===== src/rtl/ebi_cbus_bridge.sv =====
// Bridge from the host CPU's asynchronous external bus to single-cycle cbus strobes.
// It holds the address across the fixed register-block read latency and stalls the host with ebi_wait.

module ebi_cbus_sync #(
    parameter int STAGES = 2
) (
    input  logic clk,
    input  logic rst_n,
    input  logic d,
    output logic q
);
    logic [STAGES-1:0] sr;

    // Reset to the inactive level so leaving reset never looks like a strobe edge.
    always_ff @(posedge clk or negedge rst_n) begin
        if (!rst_n) sr <= '1;
        else        sr <= {sr[STAGES-2:0], d};
    end

    assign q = sr[STAGES-1];
endmodule

module ebi_cbus_bridge #(
    parameter int CBUS_ADDR_WIDTH = 12,
    parameter int CBUS_DATA_WIDTH = 8,
    parameter int SYNC_STAGES     = 2,
    parameter int RD_LATENCY      = 4
) (
    input  logic                       clk,
    input  logic                       rst_n,
    input  logic                       ebi_cs_n,
    input  logic                       ebi_oe_n,
    input  logic                       ebi_we_n,
    input  logic [CBUS_ADDR_WIDTH-1:0] ebi_addr,
    input  logic [CBUS_DATA_WIDTH-1:0] ebi_data_in,
    output logic [CBUS_DATA_WIDTH-1:0] ebi_data_out,
    output logic                       ebi_data_oe,
    output logic                       ebi_wait,
    output logic [CBUS_ADDR_WIDTH-1:0] cbus_addr,
    output logic [CBUS_DATA_WIDTH-1:0] cbus_wdata,
    output logic                       cbus_we,
    output logic                       cbus_oe,
    input  logic [CBUS_DATA_WIDTH-1:0] cbus_rdata,
    output logic [7:0]                 proto_err_cnt
);
    localparam int CNT_W = $clog2(RD_LATENCY + 2);
    localparam int NUM_STROBES = 3;

    typedef enum logic [1:0] {IDLE, RD_WAIT, RD_DRIVE, RELEASE} state_t;

    state_t state, state_nxt;

    logic [NUM_STROBES-1:0] strobe_raw, strobe_s;
    logic                   cs_s, oe_s, we_s;
    logic                   oe_prev, we_prev;
    logic                   oe_fall, we_fall;
    logic [CNT_W-1:0]       cnt;

    logic wr_go, rd_go, overlap, rd_last, host_reading;
    logic do_wr, do_rd, drive_on, drive_off, err_inc;

    assign strobe_raw = {ebi_we_n, ebi_oe_n, ebi_cs_n};

    for (genvar i = 0; i < NUM_STROBES; i++) begin : g_sync
        ebi_cbus_sync #(.STAGES(SYNC_STAGES)) u_sync (
            .clk   (clk),
            .rst_n (rst_n),
            .d     (strobe_raw[i]),
            .q     (strobe_s[i])
        );
    end

    assign cs_s = strobe_s[0];
    assign oe_s = strobe_s[1];
    assign we_s = strobe_s[2];

    always_ff @(posedge clk or negedge rst_n) begin
        if (!rst_n) begin
            oe_prev <= 1'b1;
            we_prev <= 1'b1;
        end else begin
            oe_prev <= oe_s;
            we_prev <= we_s;
        end
    end

    assign oe_fall = oe_prev & ~oe_s;
    assign we_fall = we_prev & ~we_s;

    assign wr_go        = we_fall & ~cs_s & oe_s;
    assign rd_go        = oe_fall & ~cs_s & we_s;
    assign overlap      = ~cs_s & ~we_s & ~oe_s;
    assign rd_last      = (cnt == CNT_W'(1));
    assign host_reading = ~oe_s & ~cs_s;

    always_ff @(posedge clk or negedge rst_n) begin
        if (!rst_n) state <= IDLE;
        else        state <= state_nxt;
    end

    always_comb begin
        state_nxt = state;
        case (state)
            IDLE: begin
                if (overlap || wr_go) state_nxt = RELEASE;
                else if (rd_go)       state_nxt = RD_WAIT;
            end
            RD_WAIT: begin
                if (rd_last) state_nxt = host_reading ? RD_DRIVE : IDLE;
            end
            RD_DRIVE: begin
                if (oe_s || cs_s) state_nxt = IDLE;
            end
            RELEASE: begin
                if ((we_s && oe_s) || cs_s) state_nxt = IDLE;
            end
            default: state_nxt = IDLE;
        endcase
    end

    always_comb begin
        do_wr     = 1'b0;
        do_rd     = 1'b0;
        drive_on  = 1'b0;
        drive_off = 1'b0;
        err_inc   = 1'b0;
        case (state)
            IDLE: begin
                do_wr   = wr_go;
                do_rd   = rd_go;
                err_inc = overlap;
            end
            RD_WAIT: begin
                drive_on = rd_last & host_reading;
                // A write strobe mid-read and a read abandoned before data is ready both count.
                err_inc  = we_fall | (rd_last & ~host_reading);
            end
            RD_DRIVE: drive_off = oe_s | cs_s;
            default: ;
        endcase
    end

    always_ff @(posedge clk or negedge rst_n) begin
        if (!rst_n) begin
            cbus_we       <= 1'b0;
            cbus_oe       <= 1'b0;
            cbus_addr     <= '0;
            cbus_wdata    <= '0;
            cnt           <= '0;
            ebi_wait      <= 1'b0;
            ebi_data_out  <= '0;
            ebi_data_oe   <= 1'b0;
            proto_err_cnt <= '0;
        end else begin
            cbus_we <= do_wr;
            cbus_oe <= do_rd;
            if (do_wr || do_rd) cbus_addr <= ebi_addr;
            if (do_wr)          cbus_wdata <= ebi_data_in;

            // One extra count so the capture lands on the cycle data is valid.
            if (do_rd)            cnt <= CNT_W'(RD_LATENCY + 1);
            else if (cnt != '0)   cnt <= cnt - CNT_W'(1);

            if (do_rd)                            ebi_wait <= 1'b1;
            else if (state == RD_WAIT && rd_last) ebi_wait <= 1'b0;

            if (state == RD_WAIT && rd_last) ebi_data_out <= cbus_rdata;

            if (drive_on)       ebi_data_oe <= 1'b1;
            else if (drive_off) ebi_data_oe <= 1'b0;

            if (err_inc && proto_err_cnt != 8'hFF) proto_err_cnt <= proto_err_cnt + 8'd1;
        end
    end
endmodule


===== config.mk =====
export PLATFORM = sky130hd
export DESIGN_NAME = ebi_cbus_bridge
export DESIGN_NICKNAME = d
export VERILOG_FILES = /design/src/rtl/ebi_cbus_bridge.sv
export SDC_FILE = /design/constraint.sdc
export NUM_CORES = 1
export LEC_CHECK = 0
export ABC_CLOCK_PERIOD_IN_PS = 4800
export CORE_ASPECT_RATIO = 0.9
export CORE_MARGIN = 2
export CORE_UTILIZATION = 45
export CTS_CLUSTER_SIZE = 20
export DETAILED_ROUTE_END_ITERATION = 8
export DONT_BUFFER_PORTS = 1
export PLACE_DENSITY = 0.66
export RECOVER_POWER = 25
export SYNTH_ARGS = -nofsm -noshare
export SYNTH_HDL_FRONTEND = slang
export SYNTH_HIERARCHICAL = 1
export SYNTH_SLANG_ARGS = --single-unit

===== constraint.sdc =====
create_clock -name clk -period 4.8 [get_ports clk]
set_input_delay 0.48 -clock clk [delete_from_list [all_inputs] [get_ports clk]]
set_output_delay 0.48 -clock clk [all_outputs]
set_load 0.005 [all_outputs]

==> results.sh, run 1 <==
export IMPL_drt_iter0_markers=90
export IMPL_synth_edf_count=0
export IMPL_ir_worst_vdd_uv=250
export IMPL_die_x_microns=77.6
export IMPL_postSynthNetCount=191
export IMPL_cts_made_buffers=5
export IMPL_async_reset_ff_frac=1.00
export IMPL_wl_per_cell_microns=17.0
export IMPL_grt_max_degree=50
export IMPL_syn_area_sq_um=2200
export IMPL_place_congestion=0.786
export IMPL_ioPinCount=73
export IMPL_grt_pass1_vias=1300
export IMPL_placed_area_sq_um=2250
export IMPL_antenna_left=0
export IMPL_syn_avg_cell_area_sq_um=14.3
export IMPL_synthAdderAreaFrac=0.0228
export IMPL_finalHoldViolCount=0
export IMPL_worstHoldPathType="in2reg"
export IMPL_vias=1202
export IMPL_startpoint_type="input port"
export IMPL_cts_root_buf="clkbuf_8"
export IMPL_synthFlopType="dfrtp_1"
export IMPL_crit_fanout=49
export IMPL_initial_core_util=0.460
export IMPL_cts_tree="built"
export IMPL_violations="capacitance limit, slew limit"
export IMPL_worstReg2RegStart="we_prev$_DFF_PN1_"
export IMPL_synth_compound_area_frac=0.0376
export IMPL_first_pass_iters=5
export IMPL_synth_top_family_by_area="multiplexers"
export IMPL_slew_violations=50
export IMPL_synth_area_mux_share=0.196
export IMPL_netlist_top_cells_area="dfrtp_1 51%, mux2_2 12%, dfstp_2 9.6%"
export IMPL_cp_arrival_ps=2290
export IMPL_cts_max_path_buffers=2
export IMPL_hpwl_mm=2.66
export IMPL_layout_common_cells="45 x dfrtp_1, 24 x mux2_2, 10 x mux2_4"
export IMPL_crit_chain="clkbuf_1"
export IMPL_fmax_mhz=417
export IMPL_worst_setup_path_type="in2async"
export IMPL_syn2layout_area_growth_pct=7.24
export IMPL_ys_seq_area_frac=0.609
export IMPL_synth_warning_count=6
export IMPL_overflow=0
export IMPL_nets=196
export IMPL_cts_clk_slew_worst_paths_ps=100
export IMPL_mostFrequentLayoutCell="dfrtp_1"
export IMPL_drive_above_1_share=0.338
export IMPL_clock_latency_ps=310
export IMPL_cp_startpoint="rst_n"
export IMPL_hp_start="ebi_oe_n"
export IMPL_totalPowerFinal_uw=1380
export IMPL_drv_cap=1
export IMPL_routed_wl_mm=3.83
export IMPL_drcViolationCount=0
export IMPL_fin_crit_ps=2400
export IMPL_yosysTopAreaCell="dfrtp_1"
export IMPL_synth_top_area_frac=0.513
export IMPL_required_ps=4690
export IMPL_synth_simple_gate_area_frac=0.100
export IMPL_h_tree_depth=2
export IMPL_cp_end_kind="async pin"
export IMPL_synthCells=154
export IMPL_max_stage_delay_ps=1780
export IMPL_final_setup_tns_ps=0
export IMPL_p_leak_uw=0.00103
export IMPL_cp_slowest_cell="clkbuf_1"
export IMPL_slew_headroom=-0.700
export IMPL_grt_setup_unrepaired="no"
export IMPL_setup_viol=0
export IMPL_core_sq_um=4770
export IMPL_ys_types=36
export IMPL_port_buffer_count=0
export IMPL_timing_final_crit_share=0.500
export IMPL_dieArea_sq_um=5460
export IMPL_antenna_cells=0
export IMPL_synthXorXnorAreaFrac=0.0120
export IMPL_cts_resized_gates=0
export IMPL_worst_slew_pin_slew_ps=2550
export IMPL_finalClockSkew_ps=8.33
export IMPL_design_area_sq_um=2350
export IMPL_antenna_found_initial=0
export IMPL_powerDensity_nw_per_um2=585
export IMPL_crit_family="buffers and inverters"
export IMPL_worst_path_buf_inv=1
export IMPL_ys_ff_latch=53
export IMPL_fp_dieH_microns=70.3
export IMPL_grt_total_usage=0.149
export IMPL_clock_sinks=53
export IMPL_outcome="complete, but fails checks"
export IMPL_whs_ps=162
export IMPL_via_per_inst=5.34
export IMPL_grt_pass1_wl_mm=6.35
export IMPL_rows=24
[Yosys cell counts (3+ instances only)]
cell type  number
dfrtp_1        45
mux2_2         24
mux2_4         10
dfstp_2         8
nand2_1         8
inv_1           5
nand2b_1        5
nor2_1          5
ha_1            4
a21oi_1         3
o21ai_0         3
[per-layer routing]
metal	part of all wire	track usage
met1	0.45	0.198
met2	0.48	0.228
met5	0	0
met3	0.067	0.0530
met4	0.013	0.0476
[area by class of cell]
class	instances	area [sq um]
multi-input cells	92	810
fillers	414	2420
repair buffers	2	13.8
inverters	5	18.8
flip-flops and latches	53	1340
clock inverters	3	26.3
clock buffers	5	68.8
well taps	65	81.3
[worst paths after layout]
check / end / slack [ps] / cells after the start
max: ebi_data_out[7]$_DFFE_PN0P_ / 2400 / 1
min: g_sync[1].u_sync/sr[0]$_DFF_PN1_ / 160 / 0
max reg2reg: cbus_addr[1]$_DFFE_PN0P_ / 2710 / 4
min reg2reg: g_sync[2].u_sync/sr[1]$_DFF_PN1_ / 360 / 0
max in group clk: cbus_addr[1]$_DFFE_PN0P_ / 2710 / 4
min in group asynchronous: we_prev$_DFF_PN1_ / 710 / 1
[through the flow]
stage	cells	util	setup WS (ps)
CTS	225	0.498	2680
finish	225	0.493	2400
global placement	215	0.470	2780
detailed placement	215	0.470	2690
global route	225	0.493	1990
floorplan	154	-	3060
[report_power, final]
group          switching [uW]  internal (uW)
clock                     149            106
combinational             131            204
sequential                166            622
total                     446            932
[sequential cells by signal, summed over array words and instances (netlist names)]
register	count
oe_prev	1
cbus_wdata	8
proto_err_cnt	8
cbus_oe	1
state	2
cbus_addr	12
we_prev	1
g_sync.u_sync/sr	6
ebi_wait	1
cbus_we	1
ebi_data_oe	1
ebi_data_out	8
cnt	3
[cell families after synthesis]
kind of cell	Yosys count
AOI/OAI and AO/OA	12
xor gates and xnor gates	3
and+or+nand+nor	38
buffers and inverters	9
muxes	35
DFF	53
adders and majority gates	4
[timing repair]
item                                   4_1_cts  5_1_grt
buffers inserted                             0        0
hold buffers                                 2        0
endpoints found under the hold margin       49        0
Note: power is estimated with default switching activity, not from simulation.
==> inputs of run 2 (changes only) <==
ABC_CLOCK_PERIOD_IN_PS = 2370   (was 4800)
clock period = 2.37 ns   (was 4.8 ns; I/O delays follow)
==> run 2 against run 1 <==
The flow now finishes without violations. Wire length fell by 1.2%. First-iteration DRC count fell by 11%. Power rose by 100%. Final cell count rose by 2.2%. Sequential share of layout area fell by 1.1 points. Core utilization rose by 0.97 points. Sequential power rose by 100%. Non-clock buffer count rose by 5. Largest cell class unchanged.
==> results.sh, run 2 (same netlist as run 1, synthesis figures left out) <==
export IMPL_routed_wl_mm=3.78
export IMPL_cts_max_path_buffers=2
export IMPL_intPower_uw=1890
export IMPL_layout_common_cells="45 x dfrtp_1, 24 x mux2_2, 10 x mux2_4"
export IMPL_ir_worst_vdd_uv=542
export IMPL_pwr_share_clk=0.185
export IMPL_slew_headroom=0.172
export IMPL_ioPinCount=73
export IMPL_worst_setup_path_type="reg2reg"
export IMPL_grt_total_usage=0.150
export IMPL_drt_iter0_markers=80
export IMPL_p_leak_uw=0.00105
export IMPL_h_tree_depth=2
export IMPL_grt_pass1_wl_mm=6.40
export IMPL_antenna_left=0
export IMPL_fp_dieH_microns=70.3
export IMPL_required_ps=2570
export IMPL_pwr_share_seq=0.571
export IMPL_switchingPower_uw=899
export IMPL_r2r_end="proto_err_cnt[1]$_DFFE_PN0P_"
export IMPL_largest_reg_flops=12
export IMPL_switching_share=0.322
export IMPL_cp_end_kind="flop"
export IMPL_outcome="completed"
export IMPL_finalClockSkew_ps=3.71
export IMPL_r2r_cells=5
export IMPL_grt_pass1_vias=1316
export IMPL_port_buffer_count=0
export IMPL_drv_cap=0
export IMPL_fin_crit_ps=1860
export IMPL_setup_viol=0
export IMPL_overflow=0
export IMPL_rows=24
export IMPL_cts_setup_buffers=0
export IMPL_r2r_slack_ps=510
export IMPL_crit_fanout=7
export IMPL_cp_startpoint="cnt[0]$_DFFE_PN0P_"
export IMPL_slew_violations=0
export IMPL_cts_root_buf="clkbuf_8"
export IMPL_clock_latency_ps=300
export IMPL_place_congestion=0.824
export IMPL_powerDensity_nw_per_um2=1160
export IMPL_worst_slew_pin_slew_ps=1240
export IMPL_startpoint_type="flop"
export IMPL_power_frac_comb=0.244
export IMPL_cts_tree="built"
export IMPL_via_per_inst=5.30
export IMPL_worstHoldPathType="in2reg"
export IMPL_drcViolationCount=0
export IMPL_hp_start="ebi_addr[11]"
export IMPL_wl_per_cell_microns=16.5
export IMPL_hpwl_mm=2.71
export IMPL_regMostFlops="cbus_addr"
export IMPL_syn2layout_area_growth_pct=9.34
export IMPL_die_x_microns=77.6
export IMPL_first_pass_iters=4
export IMPL_final_setup_tns_ps=0
export IMPL_fmax_mhz=537
export IMPL_drive_above_1_share=0.333
export IMPL_cp_endpoint="proto_err_cnt[1]$_DFFE_PN0P_"
export IMPL_mostFrequentLayoutCell="dfrtp_1"
export IMPL_worstReg2RegStart="cnt[0]$_DFFE_PN0P_"
export IMPL_core_sq_um=4770
export IMPL_initial_core_util=0.460
export IMPL_finalHoldViolCount=0
export IMPL_grt_max_degree=54
export IMPL_cts_made_buffers=5
export IMPL_timing_final_crit_share=0.786
export IMPL_clock_sinks=53
export IMPL_antenna_cells=0
export IMPL_grt_setup_unrepaired="no"
export IMPL_vias=1220
export IMPL_nets=201
export IMPL_cts_clk_slew_worst_paths_ps=100
export IMPL_placed_area_sq_um=2260
export IMPL_antenna_found_initial=0
export IMPL_design_area_sq_um=2400
export IMPL_cp_arrival_ps=2060
export IMPL_dieArea_sq_um=5460
## run 2: cell count changes in the layout (fill, tap and decap cells not counted)
cell           change
clkbuf_2           +1
dfstp_1            +2
dlygate4sd3_1      +3
buf_4              +2
clkbuf_1           -1
dfstp_2            -2
## run 2: power groups by stage
stage / Combinational, uW / Sequential [uW] / Clock (uW)
finish: 681 / 1590 / 518
global route: 772 / 1650 / 580
CTS: 696 / 1600 / 541
detailed placement: 669 / 1610 / 0
global placement: 627 / 1600 / 0
floorplan: 593 / 1510 / 0
## run 2: layer usage
metal	vias to the layer above	GRT usage	part of all wire
met1	604	0.194	0.43
met4	0	0.0575	0.015
li1	559	-	-
met2	49	0.226	0.48
met3	8	0.0594	0.080
met5	-	0	0
## run 2: worst min path at each step
stage | end | slack [ps] | cells after the start
final | cbus_addr[11]$_DFFE_PN0P_ | 70 | 1
after global routing | cbus_addr[10]$_DFFE_PN0P_ | 50 | 1
after CTS | cbus_addr[11]$_DFFE_PN0P_ | 60 | 1
after detailed placement | proto_err_cnt[2]$_DFFE_PN0P_ | -60 | 0
after global placement | proto_err_cnt[5]$_DFFE_PN0P_ | -60 | 0
after floorplan | cbus_addr[0]$_DFFE_PN0P_ | -60 | 0
## run 2: cell type report
cell class / count / area [sq um]
multi-input combinational: 92 / 810
sequential: 53 / 1340
inverter: 5 / 18.8
clock buffer: 5 / 68.8
timing repair buffer: 7 / 60.1
fill: 397 / 2370
clock inverter: 3 / 26.3
tap: 65 / 81.3
## run 2: worst max-delay path, stage by stage (launching register included)
cell and delay [ps]:
dfrtp_1 420, ha_1 220, and3b_1 200, a221oi_2 480
nor3b_1 150, mux2_2 290
## run 2: through the flow
| step | power [uW] | worst slack (ps) | util | std cells | hold WS (ps) |
|---|---|---|---|---|---|
| 2_1_floorplan | 2100 | 626 | - | 154 | -58.6 |
| 3_3_place_gp | 2220 | 587 | 0.474 | 217 | -57.2 |
| 3_5_place_dp | 2280 | 511 | 0.474 | 217 | -57.4 |
| 4_1_cts | 2840 | 499 | 0.508 | 230 | 60.4 |
| 5_1_grt | 3000 | 339 | 0.503 | 230 | 48.6 |
| 6_report | 2790 | 508 | 0.503 | 230 | 69.8 |
## run 2: timing repair
action	4_1_cts	5_1_grt
hold buffers	5	0
gates resized for setup	0	0
endpoints found under the hold margin	56	0
